==> src/rtl/im_loader_pkg.sv <==
// Shared definitions for the boot-time instruction memory loader:
// FSM state encoding and header width.
package im_loader_pkg;

  localparam int HDR_W  = 16;
  localparam int BYTE_W = 8;

  typedef enum logic [2:0] {
    ST_HDR_HI = 3'd0,
    ST_HDR_LO = 3'd1,
    ST_LOAD   = 3'd2,
    ST_FLUSH  = 3'd3,
    ST_DONE   = 3'd4
  } state_t;

endpackage

==> src/rtl/im_loader_word_packer.sv <==
// 8->32 big-endian packer: three bytes are held in a shift register, and the
// fourth byte completes the word combinationally.
module word_packer (
  input  logic        clk,
  input  logic        rst,
  input  logic        clr,
  input  logic        in_valid,
  input  logic [7:0]  in_data,
  output logic [31:0] word,
  output logic        word_valid
);

  logic [23:0] sr;
  logic [1:0]  cnt;

  always_ff @(posedge clk) begin
    if (rst || clr) begin
      sr  <= '0;
      cnt <= '0;
    end else if (in_valid) begin
      sr  <= {sr[15:0], in_data};
      cnt <= cnt + 2'd1;
    end
  end

  // The first byte of a word has been shifted to the top by the time the fourth arrives.
  assign word       = {sr, in_data};
  assign word_valid = in_valid && (cnt == 2'd3);

endmodule

==> src/rtl/im_loader.sv <==
// Boot loader: consumes a 16-bit length header plus 4N bytes, writes packed
// words into instruction memory and holds the CPU in reset until finished.
module im_loader
  import im_loader_pkg::*;
#(
  parameter int IM_DEPTH = 128,
  parameter int ADDR_W   = 7
) (
  input  logic              clk,
  input  logic              rst,
  input  logic              rx_valid,
  input  logic [7:0]        rx_data,
  output logic              rx_ready,
  input  logic              load_req,
  output logic              im_we,
  output logic [ADDR_W-1:0] im_addr,
  output logic [31:0]       im_wdata,
  output logic              cpu_rst,
  output logic              busy,
  output logic              done,
  output logic              err,
  output logic [2:0]        dbg_state
);

  // Handshake: a byte transfers on every rising edge where rx_valid && rx_ready;
  // rx_ready depends only on state (and rst), never on rx_valid.

  localparam logic [HDR_W-1:0] DEPTH_N = HDR_W'(IM_DEPTH);
  localparam logic [HDR_W-1:0] ONE_N   = HDR_W'(1);

  state_t           state, state_nx;
  logic [HDR_W-1:0] hdr_n;
  logic [HDR_W-1:0] word_cnt;
  logic             accept;
  logic             pk_clr;
  logic             pk_valid;
  logic [31:0]      pk_word;
  logic             last_word;
  logic [HDR_W-1:0] hdr_full;

  assign rx_ready  = !rst && (state == ST_HDR_HI || state == ST_HDR_LO || state == ST_LOAD);
  assign accept    = rx_valid && rx_ready;
  assign hdr_full  = {hdr_n[HDR_W-1:BYTE_W], rx_data};
  assign last_word = (word_cnt == hdr_n - ONE_N);
  assign dbg_state = state;

  // Any path into a fresh image drops leftover bytes from the packer.
  assign pk_clr = (state == ST_HDR_LO && accept) || (state == ST_DONE && load_req);

  word_packer u_packer (
    .clk        (clk),
    .rst        (rst),
    .clr        (pk_clr),
    .in_valid   (accept && state == ST_LOAD),
    .in_data    (rx_data),
    .word       (pk_word),
    .word_valid (pk_valid)
  );

  always_comb begin
    state_nx = state;
    case (state)
      ST_HDR_HI: if (accept) state_nx = ST_HDR_LO;
      ST_HDR_LO: if (accept) state_nx = (hdr_full == '0) ? ST_FLUSH : ST_LOAD;
      ST_LOAD:   if (pk_valid && last_word) state_nx = ST_FLUSH;
      ST_FLUSH:  state_nx = ST_DONE;
      ST_DONE:   if (load_req) state_nx = ST_HDR_HI;
      default:   state_nx = ST_HDR_HI;
    endcase
  end

  always_ff @(posedge clk) begin
    if (rst) state <= ST_HDR_HI;
    else     state <= state_nx;
  end

  always_ff @(posedge clk) begin
    if (rst) begin
      hdr_n    <= '0;
      word_cnt <= '0;
      im_we    <= 1'b0;
      im_addr  <= '0;
      im_wdata <= '0;
      cpu_rst  <= 1'b1;
      busy     <= 1'b1;
      done     <= 1'b0;
      err      <= 1'b0;
    end else begin
      im_we <= 1'b0;
      busy  <= (state_nx != ST_DONE);
      case (state)
        ST_HDR_HI: if (accept) hdr_n[HDR_W-1:BYTE_W] <= rx_data;
        ST_HDR_LO: if (accept) begin
          hdr_n[BYTE_W-1:0] <= rx_data;
          word_cnt          <= '0;
        end
        ST_LOAD: if (pk_valid) begin
          im_wdata <= pk_word;
          im_addr  <= word_cnt[ADDR_W-1:0];
          // Words beyond the memory are still consumed but only flag the error.
          if (word_cnt < DEPTH_N) im_we <= 1'b1;
          else                    err   <= 1'b1;
          if (word_cnt != '1) word_cnt <= word_cnt + ONE_N;
        end
        ST_FLUSH: begin
          cpu_rst <= 1'b0;
          done    <= 1'b1;
        end
        ST_DONE: if (load_req) begin
          cpu_rst  <= 1'b1;
          done     <= 1'b0;
          err      <= 1'b0;
          word_cnt <= '0;
          hdr_n    <= '0;
        end
        default: ;
      endcase
    end
  end

endmodule

==> config.mk <==
export PLATFORM = sky130hd
export DESIGN_NAME = im_loader
export DESIGN_NICKNAME = d
export VERILOG_FILES = /design/src/rtl/im_loader_pkg.sv /design/src/rtl/im_loader_word_packer.sv /design/src/rtl/im_loader.sv
export SDC_FILE = /design/constraint.sdc
export NUM_CORES = 1
export LEC_CHECK = 0
export CAP_MARGIN = 30
export CORE_ASPECT_RATIO = 1.5
export CORE_MARGIN = 10
export CORE_UTILIZATION = 35
export CTS_CLUSTER_DIAMETER = 60
export CTS_CLUSTER_SIZE = 25
export DETAILED_ROUTE_END_ITERATION = 16
export PLACE_DENSITY_LB_ADDON = 0.3
export SYNTH_ARGS = -nofsm -noshare
export SYNTH_HDL_FRONTEND = slang
export SYNTH_HIERARCHICAL = 1
export SYNTH_SLANG_ARGS = --single-unit
==> constraint.sdc <==
create_clock -name clk -period 3.17 [get_ports clk]
set_input_delay 0.634 -clock clk [delete_from_list [all_inputs] [get_ports clk]]
set_output_delay 0.634 -clock clk [all_outputs]
set_load 0.005 [all_outputs]
==> metrics.cfg, run 1 <==
[setup_path]
endpoint_kind=flip-flop
crit_type=in -> reg
r2r_start=dbg_state[2]
cp.required_ns=3.44
crit_top_cell=a21oi_1
crit_start=rx_valid
path_max_fanout=8
crit_chain=clkdlybuf4s50_1, nand2_1, nor2_2, and2_1, nand3b_1, a21oi_1, or2_1, o211ai_2, or3_1, a21oi_1
critical-path-max-stage-delay_ns=0.52
startpoint_type=input port
worst-endpoint-arrival_ns=2.86
cp_slowest_cell=clkdlybuf4s50_1

[clocking]
cts_tree=built
clock_tree.root_cell=clkbuf_16
clk_path_buf_depth=2
h-tree-depth=3
cts_setup_buffers=0
clock_sinks=105
clock_latency_ns=0.35
postCtsHoldBufs=0
cts_resized=0
cts-buffers-inserted=9
clkTransAtPathRegs_ns=0.07

[cells_and_area]
utilization_pct=42.7
multi_input_area_um2=2280
layout-area-overhead-vs-synth_pct=19.9
nNetsFinal=592
diodes=0
fillCellCount=1339
design_area_um2=5560
final_layout_size_suffix_gt1_share_pct=7.22
regArea_um2=2100

[logic_synthesis]
ys_ff_latch=105
synth_enable_flop_cells=0
yosysWarnings=6
synth_top_area_share_pct=45.3
synth.net_count=550
synth_top_area_cell=dfxtp_1
ys_seq_area_share_pct=45.3
syn_area_um2=4640
ys_types=55
synth_top_flop_cell=dfxtp_1
syn_inst=535
synth_area_leaders=dfxtp_1 (45%), nand2_1 (7.8%), mux2i_1 (5.8%), a21oi_1 (5.2%), nor2_1 (4.9%)
async_reset_ff_share_pct=0
syn_avg_cell_area_um2=8.66

[grt]
overflow=0
grt_max_degree=48
grt_pass1_wl_um=19800
grt_usage_pct=13.2
grt_pass1_vias=3892
antenna_found_initial=0

[status]
status=completed

[route]
avgRoutedWirePerCell_um=16.0
vias=3811
viasPerCell=5.14
drtIter0Drc=206
ant_nets=0
dr.pass1.iters=4
wl_um=11800
drc=0

[floorplan]
fp.dieW_um=114
initial_utilization_pct=35.6
fp.dieArea_um2=18300
die_y_um=161
coreArea_um2=13000
num_rows=51
ioPinCount=60

[timing]
slew_violations=0
rsz0062_at_grt=no
hold_viol=0
post-route-min-period_ns=2.58
fin_setup_tns_ns=0
fin_crit_sh_pct=81.5
fmax_mhz=387
slew_headroom_pct=47.1
setup_slack_ns=0.587
tightest_slew_ns=0.787
fin_skew_ns=0.00683
setup_viol=0

[placement]
place.gp.congestion=0.882
port-buffer-count=59
placed_area_um2=5280
place_hpwl_um=8710
pre_cts_ws_ns=0.257

[pwr]
power_mw=2.62
ir_drop_v=0.000228
leakage_nw=1.82
power.density_nw_per_um2=471

[min_path]
hold_start=im_wdata[5]
hold_class=reg -> reg

[run]
cap_viol_max_count=0

[report_power, final]
| part | switching [mW] | internal, mW |
|---|---|---|
| Clock | 0.519 | 0.546 |
| Sequential | 0.0232 | 1.33 |
| Combinational | 0.113 | 0.0875 |
| Total | 0.655 | 1.96 |
[cells by family after synthesis]
| group | synth area share [%] |
|---|---|
| xor gates and xnor gates | 5.86 |
| buffers and inverters | 5.86 |
| and+or+nand+nor | 24.3 |
| adders and majority gates | 0.810 |
| AOI/OAI and AO/OA | 11.8 |
| DFF | 45.3 |
| muxes | 6.07 |
[worst max-delay path: cells and delay by family]
kind | cells | cell delay (ns)
and+or+nand+nor | 6 | 1.10
AOI/OAI and AO/OA | 3 | 0.60
buffers and inverters | 1 | 0.52
[final timing paths]
| check | to | slack (ns) | cells past startpoint |
|---|---|---|---|
| min reg2reg | im_wdata[5] | 0.46 | 2 |
| max | word_cnt[11] | 0.59 | 10 |
| min | im_wdata[5] | 0.46 | 2 |
| max reg2reg | word_cnt[11] | 0.65 | 10 |
[flip-flops by register name, indices dropped and copies added, names as in the netlist, 2 cells and up]
signal        count
dbg_state         3
u_packer/sr      24
im_wdata         32
word_cnt         16
u_packer/cnt      2
hdr_n            16
im_addr           7
[stage by stage]
stage	instances	hold slack, ns
final	741	0.455
after detailed placement	725	0.449
after floorplan	535	0.431
after global routing	741	0.481
after CTS	741	0.459
after global placement	725	0.448
[metal layers]
layer / GRT usage, % / up-vias / routed length [um]
met5: 0 / - / 0
met1: 14.0 / 1818 / 4610
met3: 3.13 / 19 / 525
met2: 23.9 / 69 / 6440
li1: - / 1905 / -
met4: 5.66 / 0 / 256
[area by class of cell]
| class | instances | area share, % |
|---|---|---|
| Clock buffer | 10 | 4.12 |
| Clock inverter | 6 | 0.923 |
| Inverter | 9 | 0.608 |
| Multi-Input combinational cell | 383 | 41.1 |
| Sequential cell | 105 | 37.8 |
| Tap cell | 159 | 3.58 |
| Timing Repair Buffer | 69 | 11.9 |
[synthesized netlist by cell type, types with 2 or more instances]
cell,count
nand4_1,6
nand2b_1,6
nand3_1,10
o21ai_0,5
buf_6,5
nor2_1,61
nor3_2,3
or2_1,2
nand3b_1,3
nand4bb_1,3
buf_2,4
buf_1,2
buf_8,2
and4_1,2
nand2_1,96
nor4_1,3
o21ai_1,5
inv_1,9
a21oi_1,48
or3_1,6
and2_1,3
mux2i_1,27
xor2_1,8
clkbuf_1,17
nor4_2,3
dfxtp_1,105
nor3_1,10
o31ai_1,2
a22oi_1,17
nor2b_1,3
xnor2_1,23
or4_1,3
ha_1,3
buf_4,8
nor2_2,2
[placed cells by master (no fill, tap or decap), types with 5 or more instances in the layout]
cell,instances
dfxtp_1,105
nand2_1,96
nor2_1,60
clkdlybuf4s50_1,58
a21oi_1,48
mux2i_1,27
xnor2_1,23
a22oi_1,17
nor3_1,10
nand3_1,10
buf_4,10
inv_1,9
clkbuf_16,9
xor2_1,8
nand2b_1,6
nand4_1,6
or3_1,6
o21ai_1,5
o21ai_0,5
No activity file was read; power rests on OpenSTA's default activity.
==> run 2: changes to the inputs <==
- clock period: 3.17 -> 2.5 ns (I/O delays scaled with it)
==> run 2 against run 1 <==
  * Non-clock buffer count grew 21
  * Design area grew 3.4%
  * Global-route usage shrank 0.20 points
  * Register-to-register slack lost 0.29 ns
  * Largest power group unchanged
  * Clock skew grew 0.00089 ns
  * Worst setup slack lost 0.38 ns
  * Die area is the same
  * Sequential share of layout area shrank 1.2 points
  * Sequential cell count is the same
  * Largest cell class unchanged
  * Sequential power grew 27%
  * Combinational power grew 43%
==> metrics.cfg, run 2 (synthesized netlist as in run 1, its figures left out) <==
[grt]
busiest_layer=met2
grt_usage_pct=13.0
grt_use_met2_pct=24.1
overflow=0
grtUsageMet1_pct=13.6
grt_max_degree=45
grt_pass1_wl_um=19200
antenna_found_initial=0
grt_util_met3_pct=3.17
grt_pass1_vias=3773

[setup_path]
crit_buf_inv=1
crit_chain=clkdlybuf4s50_1, nand2_1, nor2_2, and2_1, nand4bb_2, nor4_2, nand3_1, nor4b_2, nand4_1, o31ai_1
path_max_fanout=3
endpoint_kind=flip-flop
critical-path-max-stage-delay_ns=0.48
cp.required_ns=2.76
startpoint_type=input port
worst-endpoint-arrival_ns=2.55
crit_family=simple AND/OR/NAND/NOR gates
cp_slowest_cell=clkdlybuf4s50_1
crit_type=in -> reg

[cells_and_area]
finalNonFillerCells=762
diodes=0
final_layout_size_suffix_gt1_share_pct=10.9
layout_commonest_cell=dfxtp_1
layout-area-overhead-vs-synth_pct=24.0
layout_common_cells=dfxtp_1 (105), nand2_1 (96), nor2_1 (59)
reg_top3=im_wdata (32), u_packer/sr (24)
regMostFlops=im_wdata
largest_reg_flops=32
nNetsFinal=613

[floorplan]
coreArea_um2=13000
ioPinCount=60
fp.dieW_um=114
initial_utilization_pct=35.6
fp.dieArea_um2=18300
num_rows=51
die_y_um=161

[clocking]
cts-buffers-inserted=9
clock_latency_ns=0.35
clock_sinks=105
clock_tree.root_cell=clkbuf_16
cts_setup_buffers=0
clkTransAtPathRegs_ns=0.07
h-tree-depth=3
cts_tree=built
postCtsHoldBufs=0
clk_path_buf_depth=2

[route]
dr.pass1.iters=4
avgRoutedWirePerCell_um=15.6
drtIter0Drc=150
vias=3874
drc=0
ant_nets=0
wl_um=11900
viasPerCell=5.08

[placement]
port-buffer-count=59
place.gp.congestion=0.837
place_hpwl_um=8960
dp.cells=746

[timing]
fmax_mhz=437
tightest_slew_ns=0.473
slew_headroom_pct=68.5
post-route-min-period_ns=2.29
rsz0062_at_grt=no
setup_viol=0
slew_violations=0
fin_crit_sh_pct=91.6
fin_setup_tns_ns=0
fin_skew_ns=0.00773
hold_viol=0

[run]
cap_viol_max_count=0

[pwr]
power.density_nw_per_um2=577
power_mw=3.32
leakage_nw=1.94
ir_drop_v=0.000267

[status]
status=completed

[min_path]
hold_class=reg -> reg

## run 2: routing by layer
metal	up-vias	wire length, um
met5	-	0
met3	21	550
met2	64	6480
met4	0	267
li1	1948	-
met1	1841	4590
## run 2: cell type report
cell class / count / area, um2
Clock inverter: 7 / 51.3
Inverter: 9 / 33.8
Multi-Input combinational cell: 383 / 2290
Clock buffer: 9 / 225
Fill cell: 1319 / 7270
Timing Repair Buffer: 90 / 843
Tap cell: 159 / 199
Sequential cell: 105 / 2100
## run 2: what timing repair did
action / 4_1_cts / 5_1_grt
setup endpoints to repair: 0 / 1
endpoints found under the hold margin: 0 / 0
gates resized for setup: 0 / 1
## run 2: stage by stage
stage               util (%)  setup slack (ns)  area (um2)  hold slack (ns)
floorplan                  -            0.0133        4640            0.431
CTS                     44.1             0.210        5740            0.457
global route            44.2            0.0304        5750            0.477
global placement        42.0           -0.0813        5470            0.448
finish                  44.2             0.210        5750            0.453
detailed placement      42.0            -0.117        5470            0.447
## run 2: power by group
| group | total, mW | internal, mW | switching, mW |
|---|---|---|---|
| logic | 0.287 | 0.131 | 0.156 |
| clock network | 1.33 | 0.684 | 0.642 |
| registers | 1.71 | 1.69 | 0.0192 |
| total | 3.32 | 2.50 | 0.817 |
## run 2: worst paths after layout
check,endpoint,cells past startpoint,from,slack [ns]
worst max-delay path,dbg_state[0],10,rx_valid,0.21
worst min-delay path,im_addr[6],2,im_addr[6],0.45
worst max register to register,dbg_state[0],10,dbg_state[2],0.36
worst min register to register,im_addr[6],2,im_addr[6],0.45
## run 2: worst min-delay path: stages (launching register included)
cell and delay [ns]:
dfxtp_1 0.31, nand2_1 0.05, a21oi_1 0.05
